$ cat src/rtl/conv_channel_out_bias_relu_if.sv
// Stream, bias-load and activated-output bundle for conv_channel_out_bias_relu.
// master drives pixels and bias writes; slave is the bias/ReLU stage.
interface conv_channel_out_bias_relu_if #(
   parameter int DATA_WIDTH = 32,
   parameter int CH_WIDTH   = 4
);
   logic                  valid_in;
   logic [DATA_WIDTH-1:0] pxl_in;
   logic                  bias_wr_en;
   logic [CH_WIDTH-1:0]   bias_wr_addr;
   logic [DATA_WIDTH-1:0] bias_wr_data;
   logic [DATA_WIDTH-1:0] pxl_out;
   logic                  valid_out;
   logic [CH_WIDTH-1:0]   ch_out;
   logic                  frame_done;

   modport master (
      output valid_in, pxl_in,
      output bias_wr_en, bias_wr_addr, bias_wr_data,
      input  pxl_out, valid_out, ch_out, frame_done
   );

   modport slave (
      input  valid_in, pxl_in,
      input  bias_wr_en, bias_wr_addr, bias_wr_data,
      output pxl_out, valid_out, ch_out, frame_done
   );
endinterface

$ cat src/rtl/conv_channel_out_bias_relu.sv
// Per-channel float32 bias add + ReLU after the channel-in adder.
// Define CONV_OUT_RELU_EN for ReLU; undefined gives a linear output.
module floating_point_1_add (
   input  logic        aclk,
   input  logic        aresetn,
   input  logic        s_axis_a_tvalid,
   input  logic [31:0] s_axis_a_tdata,
   input  logic        s_axis_b_tvalid,
   input  logic [31:0] s_axis_b_tdata,
   output logic        m_axis_result_tvalid,
   output logic [31:0] m_axis_result_tdata
);
   logic [31:0]       a, b, big, sml, gen, res;
   logic              a_nan, b_nan, a_inf, b_inf;
   logic              a_zero, b_zero;
   logic [7:0]        d;
   logic [26:0]       ma, mb, n;
   logic [49:0]       bsh;
   logic [27:0]       sum;
   logic [4:0]        lz;
   logic [24:0]       m25;
   logic signed [9:0] er;

   // Round-to-nearest-even; subnormal inputs and results flush to zero
   always_comb begin
      a      = s_axis_a_tdata;
      b      = s_axis_b_tdata;
      a_nan  = (&a[30:23]) && (|a[22:0]);
      b_nan  = (&b[30:23]) && (|b[22:0]);
      a_inf  = (&a[30:23]) && !(|a[22:0]);
      b_inf  = (&b[30:23]) && !(|b[22:0]);
      a_zero = (a[30:23] == 8'd0);
      b_zero = (b[30:23] == 8'd0);
      if (b[30:0] > a[30:0]) begin
         big = b;
         sml = a;
      end else begin
         big = a;
         sml = b;
      end
      d   = big[30:23] - sml[30:23];
      ma  = {1'b1, big[22:0], 3'b000};
      bsh = {1'b1, sml[22:0], 26'd0} >> d;
      mb  = {bsh[49:24], (|bsh[23:0]) | (d > 8'd49)};
      if (big[31] == sml[31])
         sum = {1'b0, ma} + {1'b0, mb};
      else
         sum = {1'b0, ma} - {1'b0, mb};
      lz = 5'd0;
      for (int i = 0; i < 27; i++)
         if (sum[i]) lz = 5'(26 - i);
      if (sum[27]) begin
         n  = {sum[27:2], sum[1] | sum[0]};
         er = $signed({2'b00, big[30:23]}) + 10'sd1;
      end else begin
         n  = sum[26:0] << lz;
         er = $signed({2'b00, big[30:23]})
            - $signed({5'd0, lz});
      end
      m25 = {1'b0, n[26:3]}
          + {24'd0, n[2] & (n[1] | n[0] | n[3])};
      if (m25[24]) er = er + 10'sd1;
      if (sum == 28'd0)
         gen = 32'd0;
      else if (er <= 10'sd0)
         gen = {big[31], 31'd0};
      else if (er >= 10'sd255)
         gen = {big[31], 8'hFF, 23'd0};
      else
         gen = {big[31], er[7:0],
                m25[24] ? m25[23:1] : m25[22:0]};
      if (a_nan || b_nan || (a_inf && b_inf && a[31] != b[31]))
         res = 32'h7FC0_0000;
      else if (a_inf)
         res = a;
      else if (b_inf)
         res = b;
      else if (a_zero && b_zero)
         res = {a[31] & b[31], 31'd0};
      else if (a_zero)
         res = b;
      else if (b_zero)
         res = a;
      else
         res = gen;
   end

   always_ff @(posedge aclk or negedge aresetn) begin
      if (!aresetn) begin
         m_axis_result_tvalid <= 1'b0;
         m_axis_result_tdata  <= 32'd0;
      end else begin
         m_axis_result_tvalid <= s_axis_a_tvalid & s_axis_b_tvalid;
         m_axis_result_tdata  <= res;
      end
   end
endmodule

module conv_channel_out_bias_relu #(
   parameter int DATA_WIDTH      = 32,
   parameter int IMAGE_SIZE      = 128*128,
   parameter int CHANNEL_NUM_OUT = 8,
   parameter int POINTER_WIDTH   = $clog2(IMAGE_SIZE)+1,
   parameter int CH_WIDTH        = $clog2(CHANNEL_NUM_OUT)+1
) (
   input logic                     clk,
   input logic                     reset_n,
   conv_channel_out_bias_relu_if.slave bus
);
   localparam int IDX_W =
      (CHANNEL_NUM_OUT > 1) ? $clog2(CHANNEL_NUM_OUT) : 1;
   localparam logic [POINTER_WIDTH-1:0] PXL_LAST =
      POINTER_WIDTH'(IMAGE_SIZE-1);
   localparam logic [CH_WIDTH-1:0] CH_LAST =
      CH_WIDTH'(CHANNEL_NUM_OUT-1);
   localparam logic [CH_WIDTH-1:0] CH_NUM =
      CH_WIDTH'(CHANNEL_NUM_OUT);

   logic [DATA_WIDTH-1:0]    bias_q [CHANNEL_NUM_OUT];
   logic [POINTER_WIDTH-1:0] cnt_pxl_in, cnt_pxl_out;
   logic [CH_WIDTH-1:0]      cnt_ch_in, cnt_ch_out;
   logic                     s1_valid, add_valid, valid_q;
   logic [DATA_WIDTH-1:0]    s1_pxl, s1_bias, add_data;
   logic [DATA_WIDTH-1:0]    act, pxl_q;

   always_ff @(posedge clk or negedge reset_n) begin
      if (!reset_n) begin
         for (int i = 0; i < CHANNEL_NUM_OUT; i++)
            bias_q[i] <= '0;
      end else if (bus.bias_wr_en && bus.bias_wr_addr < CH_NUM) begin
         bias_q[bus.bias_wr_addr[IDX_W-1:0]] <= bus.bias_wr_data;
      end
   end

   always_ff @(posedge clk or negedge reset_n) begin
      if (!reset_n) begin
         cnt_pxl_in <= '0;
         cnt_ch_in  <= '0;
      end else if (bus.valid_in) begin
         if (cnt_pxl_in == PXL_LAST) begin
            cnt_pxl_in <= '0;
            cnt_ch_in  <= (cnt_ch_in == CH_LAST) ? '0 : cnt_ch_in + 1'b1;
         end else begin
            cnt_pxl_in <= cnt_pxl_in + 1'b1;
         end
      end
   end

   // Bias is sampled with the pixel, so a same-cycle write lands next pixel
   always_ff @(posedge clk or negedge reset_n) begin
      if (!reset_n) begin
         s1_valid <= 1'b0;
         s1_pxl   <= '0;
         s1_bias  <= '0;
      end else begin
         s1_valid <= bus.valid_in;
         s1_pxl   <= bus.pxl_in;
         s1_bias  <= bias_q[cnt_ch_in[IDX_W-1:0]];
      end
   end

   floating_point_1_add u_add (
      .aclk                 (clk),
      .aresetn              (reset_n),
      .s_axis_a_tvalid      (s1_valid),
      .s_axis_a_tdata       (s1_pxl),
      .s_axis_b_tvalid      (s1_valid),
      .s_axis_b_tdata       (s1_bias),
      .m_axis_result_tvalid (add_valid),
      .m_axis_result_tdata  (add_data)
   );

`ifdef CONV_OUT_RELU_EN
   assign act = add_data[DATA_WIDTH-1] ? '0 : add_data;
`else
   assign act = add_data;
`endif

   always_ff @(posedge clk or negedge reset_n) begin
      if (!reset_n) begin
         valid_q <= 1'b0;
         pxl_q   <= '0;
      end else begin
         valid_q <= add_valid;
         pxl_q   <= add_valid ? act : '0;
      end
   end

   always_ff @(posedge clk or negedge reset_n) begin
      if (!reset_n) begin
         cnt_pxl_out <= '0;
         cnt_ch_out  <= '0;
      end else if (valid_q) begin
         if (cnt_pxl_out == PXL_LAST) begin
            cnt_pxl_out <= '0;
            cnt_ch_out  <= (cnt_ch_out == CH_LAST) ? '0 : cnt_ch_out + 1'b1;
         end else begin
            cnt_pxl_out <= cnt_pxl_out + 1'b1;
         end
      end
   end

   assign bus.valid_out  = valid_q;
   assign bus.pxl_out    = pxl_q;
   assign bus.ch_out     = cnt_ch_out;
   assign bus.frame_done = valid_q && cnt_pxl_out == PXL_LAST
                        && cnt_ch_out == CH_LAST;
endmodule

$ cat src/flat_wrapper.sv
// flat-port wrapper written by rule: the top's interface ports become plain ports
module conv_channel_out_bias_relu_flat 
#(
   parameter int DATA_WIDTH      = 32,
   parameter int IMAGE_SIZE      = 128*128,
   parameter int CHANNEL_NUM_OUT = 8,
   parameter int POINTER_WIDTH   = $clog2(IMAGE_SIZE)+1,
   parameter int CH_WIDTH        = $clog2(CHANNEL_NUM_OUT)+1
)
  (clk, reset_n, bus_valid_in, bus_pxl_in, bus_bias_wr_en, bus_bias_wr_addr, bus_bias_wr_data, bus_pxl_out, bus_valid_out, bus_ch_out, bus_frame_done);
  conv_channel_out_bias_relu_if #(.DATA_WIDTH(DATA_WIDTH), .CH_WIDTH(CH_WIDTH)) bus_i ();
  input logic clk;
  input logic reset_n;
  input wire logic [$bits(bus_i.valid_in)-1:0] bus_valid_in;
  input wire logic [$bits(bus_i.pxl_in)-1:0] bus_pxl_in;
  input wire logic [$bits(bus_i.bias_wr_en)-1:0] bus_bias_wr_en;
  input wire logic [$bits(bus_i.bias_wr_addr)-1:0] bus_bias_wr_addr;
  input wire logic [$bits(bus_i.bias_wr_data)-1:0] bus_bias_wr_data;
  output wire logic [$bits(bus_i.pxl_out)-1:0] bus_pxl_out;
  output wire logic [$bits(bus_i.valid_out)-1:0] bus_valid_out;
  output wire logic [$bits(bus_i.ch_out)-1:0] bus_ch_out;
  output wire logic [$bits(bus_i.frame_done)-1:0] bus_frame_done;
  assign bus_i.valid_in = bus_valid_in;
  assign bus_i.pxl_in = bus_pxl_in;
  assign bus_i.bias_wr_en = bus_bias_wr_en;
  assign bus_i.bias_wr_addr = bus_bias_wr_addr;
  assign bus_i.bias_wr_data = bus_bias_wr_data;
  assign bus_pxl_out = bus_i.pxl_out;
  assign bus_valid_out = bus_i.valid_out;
  assign bus_ch_out = bus_i.ch_out;
  assign bus_frame_done = bus_i.frame_done;
  conv_channel_out_bias_relu #(.DATA_WIDTH(DATA_WIDTH), .IMAGE_SIZE(IMAGE_SIZE), .CHANNEL_NUM_OUT(CHANNEL_NUM_OUT), .POINTER_WIDTH(POINTER_WIDTH), .CH_WIDTH(CH_WIDTH)) u_core (.clk(clk), .reset_n(reset_n), .bus(bus_i));
endmodule
$ cat config.mk
export PLATFORM = sky130hd
export DESIGN_NAME = conv_channel_out_bias_relu_flat
export DESIGN_NICKNAME = d
export VERILOG_FILES = /design/src/rtl/conv_channel_out_bias_relu_if.sv /design/src/rtl/conv_channel_out_bias_relu.sv /design/src/flat_wrapper.sv
export SDC_FILE = /design/constraint.sdc
export NUM_CORES = 1
export LEC_CHECK = 0
export ABC_AREA = 0
export CORE_ASPECT_RATIO = 1.25
export CORE_MARGIN = 2
export CORE_UTILIZATION = 38
export CTS_CLUSTER_DIAMETER = 100
export DETAILED_ROUTE_END_ITERATION = 6
export HOLD_SLACK_MARGIN = 0.12
export SETUP_SLACK_MARGIN = 0.2
export SLEW_MARGIN = 20
export SYNTH_ARGS = -nofsm -noshare
export SYNTH_HDL_FRONTEND = slang
export SYNTH_HIERARCHICAL = 1
export SYNTH_SLANG_ARGS = --single-unit
$ cat constraint.sdc
create_clock -name clk -period 22.5 [get_ports clk]
set_input_delay 5.625 -clock clk [delete_from_list [all_inputs] [get_ports clk]]
set_output_delay 5.625 -clock clk [all_outputs]
set_load 0.005 [all_outputs]
==> results of run 1 <==
[area by class of cell]
cell class / count / share of cell area
Tap cell: 1053 / 0.0393
Inverter: 129 / 0.0144
Sequential cell: 425 / 0.317
Clock inverter: 12 / 0.00422
Antenna cell: 2 / 0.000149
Clock buffer: 56 / 0.0353
Multi-Input combinational cell: 2325 / 0.548
Timing Repair Buffer: 145 / 0.0411
[worst reg2reg max path, delay by kind of cell (launching register included)]
family                   cells  cell delay, ns
XOR/XNOR                     1            0.26
buffers and inverters        5            2.35
multiplexers                 1            0.57
adder cells (fa/ha/maj)      4            1.40
flip-flops                   1            0.49
AO/OA/AOI/OAI               19            5.24
AND/OR/NAND/NOR             17            4.93
[worst paths after layout]
check	cells past startpoint	startpoint	end
max in group asynchronous	4	reset_n	u_core/cnt_ch_in[0]
max	47	u_core/s1_pxl[26]	u_core/u_add/m_axis_result_tdata[1]
min	1	u_core/u_add/m_axis_result_tdata[31]	u_core/bus.pxl_out[31]
min reg2reg	1	u_core/u_add/m_axis_result_tdata[31]	u_core/bus.pxl_out[31]
min in group asynchronous	1	reset_n	u_core/bus.ch_out[2]
max reg2reg	47	u_core/s1_pxl[26]	u_core/u_add/m_axis_result_tdata[1]
[power breakdown]
part | internal (mW) | switching (mW)
clock | 0.392 | 0.294
combinational | 0.991 | 1.78
sequential | 0.939 | 0.126
total | 2.32 | 2.20
[stage by stage]
| step | instances | area, um^2 | hold slack, ns | total power, mW | setup WS (ns) |
|---|---|---|---|---|---|
| after floorplan | 3063 | 30200 | 0.412 | 2.91 | 9.27 |
| final | 4147 | 33500 | 0.459 | 4.52 | 7.14 |
| after global placement | 4077 | 32200 | 0.449 | 3.76 | 7.20 |
| after detailed placement | 4077 | 32200 | 0.442 | 3.74 | 7.50 |
| after global routing | 4145 | 33500 | 0.484 | 4.76 | 6.16 |
| after CTS | 4145 | 33500 | 0.456 | 4.45 | 7.46 |
[sequential cells by signal, summed over array words and instances (netlist names)]
register                           cells
u_core/bias_q                        256
u_core/s1_valid                        1
u_core/bus.pxl_out                    32
u_core/u_add/m_axis_result_tvalid      1
u_core/bus.ch_out                      4
u_core/cnt_ch_in                       4
u_core/cnt_pxl_in                     15
u_core/bus.valid_out                   1
u_core/cnt_pxl_out                    15
u_core/s1_bias                        32
u_core/s1_pxl                         32
u_core/u_add/m_axis_result_tdata      32
[cell families after synthesis]
kind of cell	count (synthesis)
muxes	474
DFF	425
buffers and inverters	313
xor gates and xnor gates	86
AOI/OAI and AO/OA	803
and+or+nand+nor	867
adders and majority gates	95
[metal layers]
| layer | global-route usage | share of wire | up-vias | wire length (um) |
|---|---|---|---|---|
| met5 | 0 | 0.00026 | - | 27 |
| met4 | 0.122 | 0.054 | 4 | 5550 |
| met3 | 0.0349 | 0.057 | 267 | 5830 |
| met2 | 0.414 | 0.48 | 1008 | 49000 |
| met1 | 0.314 | 0.41 | 12664 | 42200 |
| li1 | - | - | 11538 | - |
[synth_stat cells, types with 10 or more instances]
cell and number:
sky130_fd_sc_hd__and3_1 25, sky130_fd_sc_hd__a32o_1 12, sky130_fd_sc_hd__nand2b_1 31, sky130_fd_sc_hd__buf_2 43
sky130_fd_sc_hd__o21bai_1 19, sky130_fd_sc_hd__nor2_1 200, sky130_fd_sc_hd__a2111oi_0 15, sky130_fd_sc_hd__o22ai_1 13
sky130_fd_sc_hd__a22oi_1 19, sky130_fd_sc_hd__nor4_1 35, sky130_fd_sc_hd__o21ai_1 14, sky130_fd_sc_hd__o21a_1 15
sky130_fd_sc_hd__and2_1 48, sky130_fd_sc_hd__buf_4 11, sky130_fd_sc_hd__nor2b_1 22, sky130_fd_sc_hd__xnor2_1 60
sky130_fd_sc_hd__a211oi_1 52, sky130_fd_sc_hd__nand3_1 58, sky130_fd_sc_hd__o31ai_1 21, sky130_fd_sc_hd__o221ai_1 17
sky130_fd_sc_hd__mux4_2 78, sky130_fd_sc_hd__mux2_2 315, sky130_fd_sc_hd__o211a_1 13, sky130_fd_sc_hd__inv_1 125
sky130_fd_sc_hd__nand4_1 43, sky130_fd_sc_hd__o21ai_0 124, sky130_fd_sc_hd__a31oi_1 30, sky130_fd_sc_hd__a21oi_1 189
sky130_fd_sc_hd__nor3_1 66, sky130_fd_sc_hd__and4_1 11, sky130_fd_sc_hd__mux2i_1 73, sky130_fd_sc_hd__buf_1 28
sky130_fd_sc_hd__dfrtp_1 425, sky130_fd_sc_hd__a211o_1 12, sky130_fd_sc_hd__or3_1 17, sky130_fd_sc_hd__or2_2 12
sky130_fd_sc_hd__clkbuf_1 97, sky130_fd_sc_hd__o32ai_1 15, sky130_fd_sc_hd__a221oi_1 10, sky130_fd_sc_hd__a21o_1 31
sky130_fd_sc_hd__xor2_1 26, sky130_fd_sc_hd__ha_1 92, sky130_fd_sc_hd__o211ai_1 37, sky130_fd_sc_hd__nand2_1 230
sky130_fd_sc_hd__a22o_1 16
==> implementation parameters, run 1 <==
Parameter                              Value

Yosys
  Top area cells in the synthesized netlist ... sky130_fd_sc_hd__dfrtp_1 (35%), sky130_fd_sc_hd__mux2_2 (12%), sky130_fd_sc_hd__mux4_2 (5.8%), sky130_fd_sc_hd__ha_1 (3.8%), sky130_fd_sc_hd__a21oi_1 (3.1%)
  Area fraction in compound gates after synthesis ... 0.190
  Largest family of logic cells by synthesized area ... multiplexers
  Number of flip-flops and latches in the synthesized netlist ... around 430
  Total nets after synthesis ... about 3200
  Cell Area, Synth ... between 0.03 and 0.04 mm^2
  Adder-cell share of the synthesized area ... 0.0397
  Cell count after synthesis ... a little over 3000
  Number of flops mapped to enable cells by yosys ... 0
  Share of synthesized area spent on multiplexers ... 0.203
  Number of unique standard cell types used by synthesis ... 123
  XOR/XNOR Fraction of Synth Area ... 0.0249
  Synthesis Warnings ... 6
  Proportion of netlist area held by the largest area contributor ... 0.352
  Yosys top cell by area ... sky130_fd_sc_hd__dfrtp_1
  FFs w/ async S/R, synth ... 1.00
  Post-synthesis share of cell area spent on and, or, nand and nor gates ... 0.148
  Mean instance size in the synthesized netlist ... between 9 and 10 um^2
  Sequential cell area fraction in the yosys report ... 0.352
  Most frequently used flop master after synthesis ... sky130_fd_sc_hd__dfrtp_1

Critical path
  Category of the worst setup path capture point ... register
  Arrival time at the worst endpoint ... between 15 and 20 ns
  R2R Setup Slk ... between 7 and 8 ns
  Cell family with the largest share of critical-path delay ... compound AO/OA/AOI/OAI gates
  Required time of the critical path ... ~23 ns
  Sort of element at the start of the critical path ... register
  Max stage delay cell, worst path ... sky130_fd_sc_hd__clkinv_1
  Biggest cell delay along the critical path ... around 0.97 ns
  Crit-path max FO ... 53
  Number of buffer and inverter instances along the worst setup path ... 5
  Start-to-end type of the worst setup path ... reg -> reg

Routing
  Antenna-violating nets left ... 0
  WL/cell ... 24.7 um
  WL final ... around 100000 um
  DRC ... 0
  Number of detailed-route iterations in the first pass ... 6
  Detailed Route Iter0 Violations ... approximately 2400
  Vias per cell ... 6.14
  Vias ... around 25000

Floorplanning
  Die width ... between 200 and 300 um
  Height of the die ... approximately 320 um
  Die area ... between 0.08 and 0.09 mm^2
  Number of top-level pins ... 110
  Std-Cell Rows ... between 100 and 150
  Core footprint ... roughly 0.079 mm^2
  Effective utilization at floorplan ... 0.384

Global routing
  Global-route wire length before repair ... between 150000 and 200000 um
  Pin count of the biggest net entering global routing ... about 190
  Global router's overall resource usage ... 0.248
  Number of antenna violations at the first check in global routing ... 4
  Residual overflow from global routing ... 0
  Number of global-route vias before repair ... approximately 25000

Clocking
  Clock buffer count from CTS ... between 40 and 50
  Clock slew seen by the registers of the worst setup and hold paths ... around 0.07 ns
  Num Clock Sinks ... between 400 and 500
  Buffers inserted during post-CTS setup optimization ... 0
  Number of hold buffers added after CTS ... 0
  H-tree level count ... 2
  Maximum buffer depth of the clock tree ... 3
  Quantity of gates resized following cts ... 0
  Clock tree from TritonCTS ... done
  Clock root buffer ... sky130_fd_sc_hd__clkbuf_16
  Source-to-sink clock delay at the later pin of the worst-skew pair ... about 0.57 ns

STA
  Final Hold Fails ... 0
  Final-report max-slew violation count ... 0
  Final Skew ... roughly 0.016 ns
  Transition time at the pin with the least slew margin ... ~1.2 ns
  RSZ-0062 raised after global routing ... no
  Setup violators final ... 0
  Total negative slack ... 0 ns
  Final worst path period need ... 15.36 ns
  Fmax achieved ... ~65 MHz
  Period utilisation layout ... 0.683
  Slew headroom ... 0.179

Place
  Global placement routability congestion ... just under 1
  Detail Placement HPWL ... around 76000 um
  Number of port buffers ... about 110

Layout
  Share of final-layout standard cells stronger than drive strength 1 ... 0.195
  Filler cell count ... ~7600
  Most common cell after layout, fill and taps aside ... sky130_fd_sc_hd__dfrtp_1
  Area growth syn-to-layout ... 10.9%
  Multi-input gate area ... approximately 0.018 mm^2
  Top library cells by usage in the layout, fill and taps aside ... sky130_fd_sc_hd__dfrtp_1 (422), sky130_fd_sc_hd__mux2_2 (315), sky130_fd_sc_hd__nand2_1 (229)
  Final core occ ... 0.426
  Layout Nets ... ~3200
  Seq. cell area ... 0.0106 mm^2

Power
  Power per standard cell area ... 135 mW/mm^2
  Worst IR Drop VDD ... just over 0.00008 V
  Leakage ... about 14 nW

Job
  Max-cap violation count ... 0

Hold path
  Hold WC Path Type ... reg -> reg

Outcome
  Outcome ... finished clean
Note: power is estimated with default switching activity, not from simulation.
==> run 2: changes to the inputs <==
clock period = 13.5 ns   (was 22.5 ns; I/O delays follow)
==> run 2 against run 1 <==
  * Combinational power up 80%
  * Power up 75%
  * Clock skew up 0.0067 ns
  * Cell area up 2.8%
  * Maximum frequency up 21%
  * Largest cell class unchanged
==> implementation parameters, run 2 (synthesized netlist as in run 1, its figures left out) <==
Parameter                              Value

STA
  Slew headroom ... 0.217 (was 0.179)
  Final worst path period need ... 12.69 ns (was 15.36 ns)
  Worst-case setup margin in the final layout ... 0.807 ns (was 7.14 ns)
  Period utilisation layout ... 0.940 (was 0.683)
  RSZ-0062 raised after global routing ... no (unchanged)
  Transition time at the pin with the least slew margin ... 1.17 ns (was 1.22 ns)
  Final Skew ... 0.0223 ns (was 0.0156 ns)
  Final Hold Fails ... 0 (unchanged)
  Final-report max-slew violation count ... 0 (unchanged)
  Setup violators final ... 0 (unchanged)
  Total negative slack ... 0 ns (unchanged)
  Fmax achieved ... 78.8 MHz (was 65.1 MHz)

Floorplanning
  Die area ... 0.0819 mm^2 (unchanged)
  Core footprint ... 0.0787 mm^2 (unchanged)
  Die width ... 256 um (unchanged)
  Number of top-level pins ... 110 (unchanged)
  Effective utilization at floorplan ... 0.384 (unchanged)
  Std-Cell Rows ... 115 (unchanged)
  Height of the die ... 319 um (unchanged)

Power
  Reg power frac ... 0.222 (was 0.236)
  Leakage ... 14.3 nW (was 13.8 nW)
  Fraction of power spent switching nets ... 0.476 (was 0.486)
  Switching power ... 3.76 mW (was 2.20 mW)
  Internal ... 4.14 mW (was 2.32 mW)
  Proportion of power drawn by combinational gates ... 0.630 (was 0.613)
  Worst IR Drop VDD ... 0.000122 V (was 0.0000808 V)
  Power per standard cell area ... 229 mW/mm^2 (was 135 mW/mm^2)
  Clock network power share ... 0.148 (was 0.152)

Layout
  Filler cell count ... 7590 (was 7572)
  Layout Nets ... 3338 (was 3234)
  Final core occ ... 0.438 (was 0.426)
  Post-route cell area ... 0.0345 mm^2 (was 0.0335 mm^2)
  Number of flip-flops under the largest register name ... 256 (unchanged)
  Most common cell after layout, fill and taps aside ... sky130_fd_sc_hd__dfrtp_1 (unchanged)
  Register with the most flip-flops ... u_core/bias_q (unchanged)
  Top library cells by usage in the layout, fill and taps aside ... sky130_fd_sc_hd__dfrtp_1 (420), sky130_fd_sc_hd__mux2_2 (315), sky130_fd_sc_hd__nand2_1 (229) (was sky130_fd_sc_hd__dfrtp_1 (422), sky130_fd_sc_hd__mux2_2 (315), sky130_fd_sc_hd__nand2_1 (229))
  Seq. cell area ... 0.0106 mm^2 (about the same)
  Multi-input gate area ... 0.0184 mm^2 (about the same)
  Share of final-layout standard cells stronger than drive strength 1 ... 0.224 (was 0.195)
  Area growth syn-to-layout ... 13.9% (was 10.9%)

Global routing
  Number of antenna violations at the first check in global routing ... 2 (was 4)
  Number of global-route vias before repair ... 25557 (was 25378)
  Residual overflow from global routing ... 0 (unchanged)
  Global router's overall resource usage ... 0.251 (was 0.248)
  Global-route wire length before repair ... 160000 um (was 158000 um)
  Pin count of the biggest net entering global routing ... 141 (was 188)

Critical path
  Start-to-end type of the worst setup path ... reg -> reg (unchanged)
  Biggest cell delay along the critical path ... 0.67 ns (was 0.97 ns)
  Category of the worst setup path capture point ... register (unchanged)
  Max stage delay cell, worst path ... sky130_fd_sc_hd__a2111oi_0 (was sky130_fd_sc_hd__clkinv_1)
  Crit-path max FO ... 31 (was 53)
  Arrival time at the worst endpoint ... 13.14 ns (was 15.82 ns)
  Sort of element at the start of the critical path ... register (unchanged)
  Required time of the critical path ... 13.94 ns (was 22.95 ns)

Outcome
  Outcome ... finished clean (unchanged)

Hold path
  Hold WC Path Type ... reg -> reg (unchanged)

Routing
  Vias per cell ... 6.16 (was 6.14)
  WL/cell ... 24.7 um (about the same)
  Vias ... 26186 (was 25481)
  Number of detailed-route iterations in the first pass ... 6 (unchanged)
  DRC ... 0 (unchanged)
  WL final ... 105000 um (was 103000 um)
  Detailed Route Iter0 Violations ... 2870 (was 2415)
  Antenna-violating nets left ... 0 (unchanged)

Clocking
  Maximum buffer depth of the clock tree ... 3 (unchanged)
  Clock root buffer ... sky130_fd_sc_hd__clkbuf_16 (unchanged)
  Num Clock Sinks ... 425 (unchanged)
  Clock slew seen by the registers of the worst setup and hold paths ... 0.06 ns (was 0.07 ns)
  Clock tree from TritonCTS ... done (unchanged)
  H-tree level count ... 2 (unchanged)
  Source-to-sink clock delay at the later pin of the worst-skew pair ... 0.58 ns (was 0.57 ns)
  Number of hold buffers added after CTS ... 0 (unchanged)
  Clock buffer count from CTS ... 42 (unchanged)

Place
  Global placement routability congestion ... 1.01 (was 0.993)
  Post-place instance area ... 0.0330 mm^2 (was 0.0322 mm^2)
  Detail Placement HPWL ... 78300 um (was 75800 um)
  Pre-CTS WS ... 0.472 ns (was 7.50 ns)
  Number of port buffers ... 109 (unchanged)

Job
  Max-cap violation count ... 0 (unchanged)
run 2: cell count changes in the layout (fill, tap and decap cells not counted), moves of 2 or more:
| cell | delta |
|---|---|
| sky130_fd_sc_hd__nor2_1 | -2 |
| sky130_fd_sc_hd__dfrtp_1 | -2 |
| sky130_fd_sc_hd__o311ai_1 | +2 |
| sky130_fd_sc_hd__dfrtp_2 | +2 |
| sky130_fd_sc_hd__buf_12 | +2 |
| sky130_fd_sc_hd__nor3_1 | -2 |
| sky130_fd_sc_hd__buf_4 | +99 |
| sky130_fd_sc_hd__buf_6 | +2 |
| sky130_fd_sc_hd__nor3_2 | +2 |
| sky130_fd_sc_hd__nor2_2 | +2 |
run 2: per-stage QoR:
stage | total power, mW | instances | hold WS (ns)
floorplan | 4.85 | 3063 | 0.412
global placement | 6.61 | 4177 | 0.444
detailed placement | 6.58 | 4177 | 0.441
CTS | 7.79 | 4244 | 0.455
global route | 8.30 | 4248 | 0.465
finish | 7.90 | 4249 | 0.449
run 2: path summary, 6_finish.rpt:
kind	slack, ns	cells past startpoint	end	startpoint
worst max-delay path	0.81	45	u_core/u_add/m_axis_result_tdata[17]	u_core/s1_bias[30]
worst min-delay path	0.45	1	u_core/bus.pxl_out[9]	u_core/u_add/m_axis_result_tdata[9]
worst max register to register	0.81	45	u_core/u_add/m_axis_result_tdata[17]	u_core/s1_bias[30]
worst min register to register	0.45	1	u_core/bus.pxl_out[9]	u_core/u_add/m_axis_result_tdata[9]
max in group asynchronous	8.54	3	u_core/bias_q[79]	reset_n
min in group asynchronous	2.79	1	u_core/u_add/m_axis_result_tdata[17]	reset_n
run 2: cell type report:
cell class | count | share of cell area
inverters | 129 | 0.0142
repair buffers | 249 | 0.0642
well taps | 1053 | 0.0382
clock inverters | 12 | 0.00501
multi-input cells | 2325 | 0.535
flip-flops and latches | 425 | 0.309
diodes | 1 | 0.0000726
clock buffers | 55 | 0.0346
run 2: power by group through the flow:
stage | clock network [mW] | logic, mW | registers (mW)
final | 1.17 | 4.98 | 1.75
after global routing | 1.25 | 5.27 | 1.79
after CTS | 1.20 | 4.83 | 1.75
after detailed placement | 0 | 4.80 | 1.77
after global placement | 0 | 4.84 | 1.77
after floorplan | 0 | 3.15 | 1.70
run 2: what timing repair did:
action	4_1_cts	5_1_grt
resized for setup	0	16
endpoints found under the setup margin	0	31
buffers inserted	0	3
run 2: per-layer routing:
metal | share of wire | up-vias | track usage | wire (um)
li1 | - | 11743 | - | -
met1 | 0.41 | 13006 | 0.320 | 42900
met2 | 0.48 | 1121 | 0.422 | 49900
met3 | 0.055 | 314 | 0.0281 | 5800
met4 | 0.058 | 2 | 0.126 | 6100
met5 | 0.00012 | - | 0 | 13
run 2: critical path: cells and delay by family (launching register included):
kind                       cells  cell delay [ns]
muxes                          3             0.96
DFF                            1             0.47
and+or+nand+nor               14             2.90
AOI/OAI and AO/OA             19             5.44
buffers and inverters          5             1.32
adders and majority gates      4             1.44
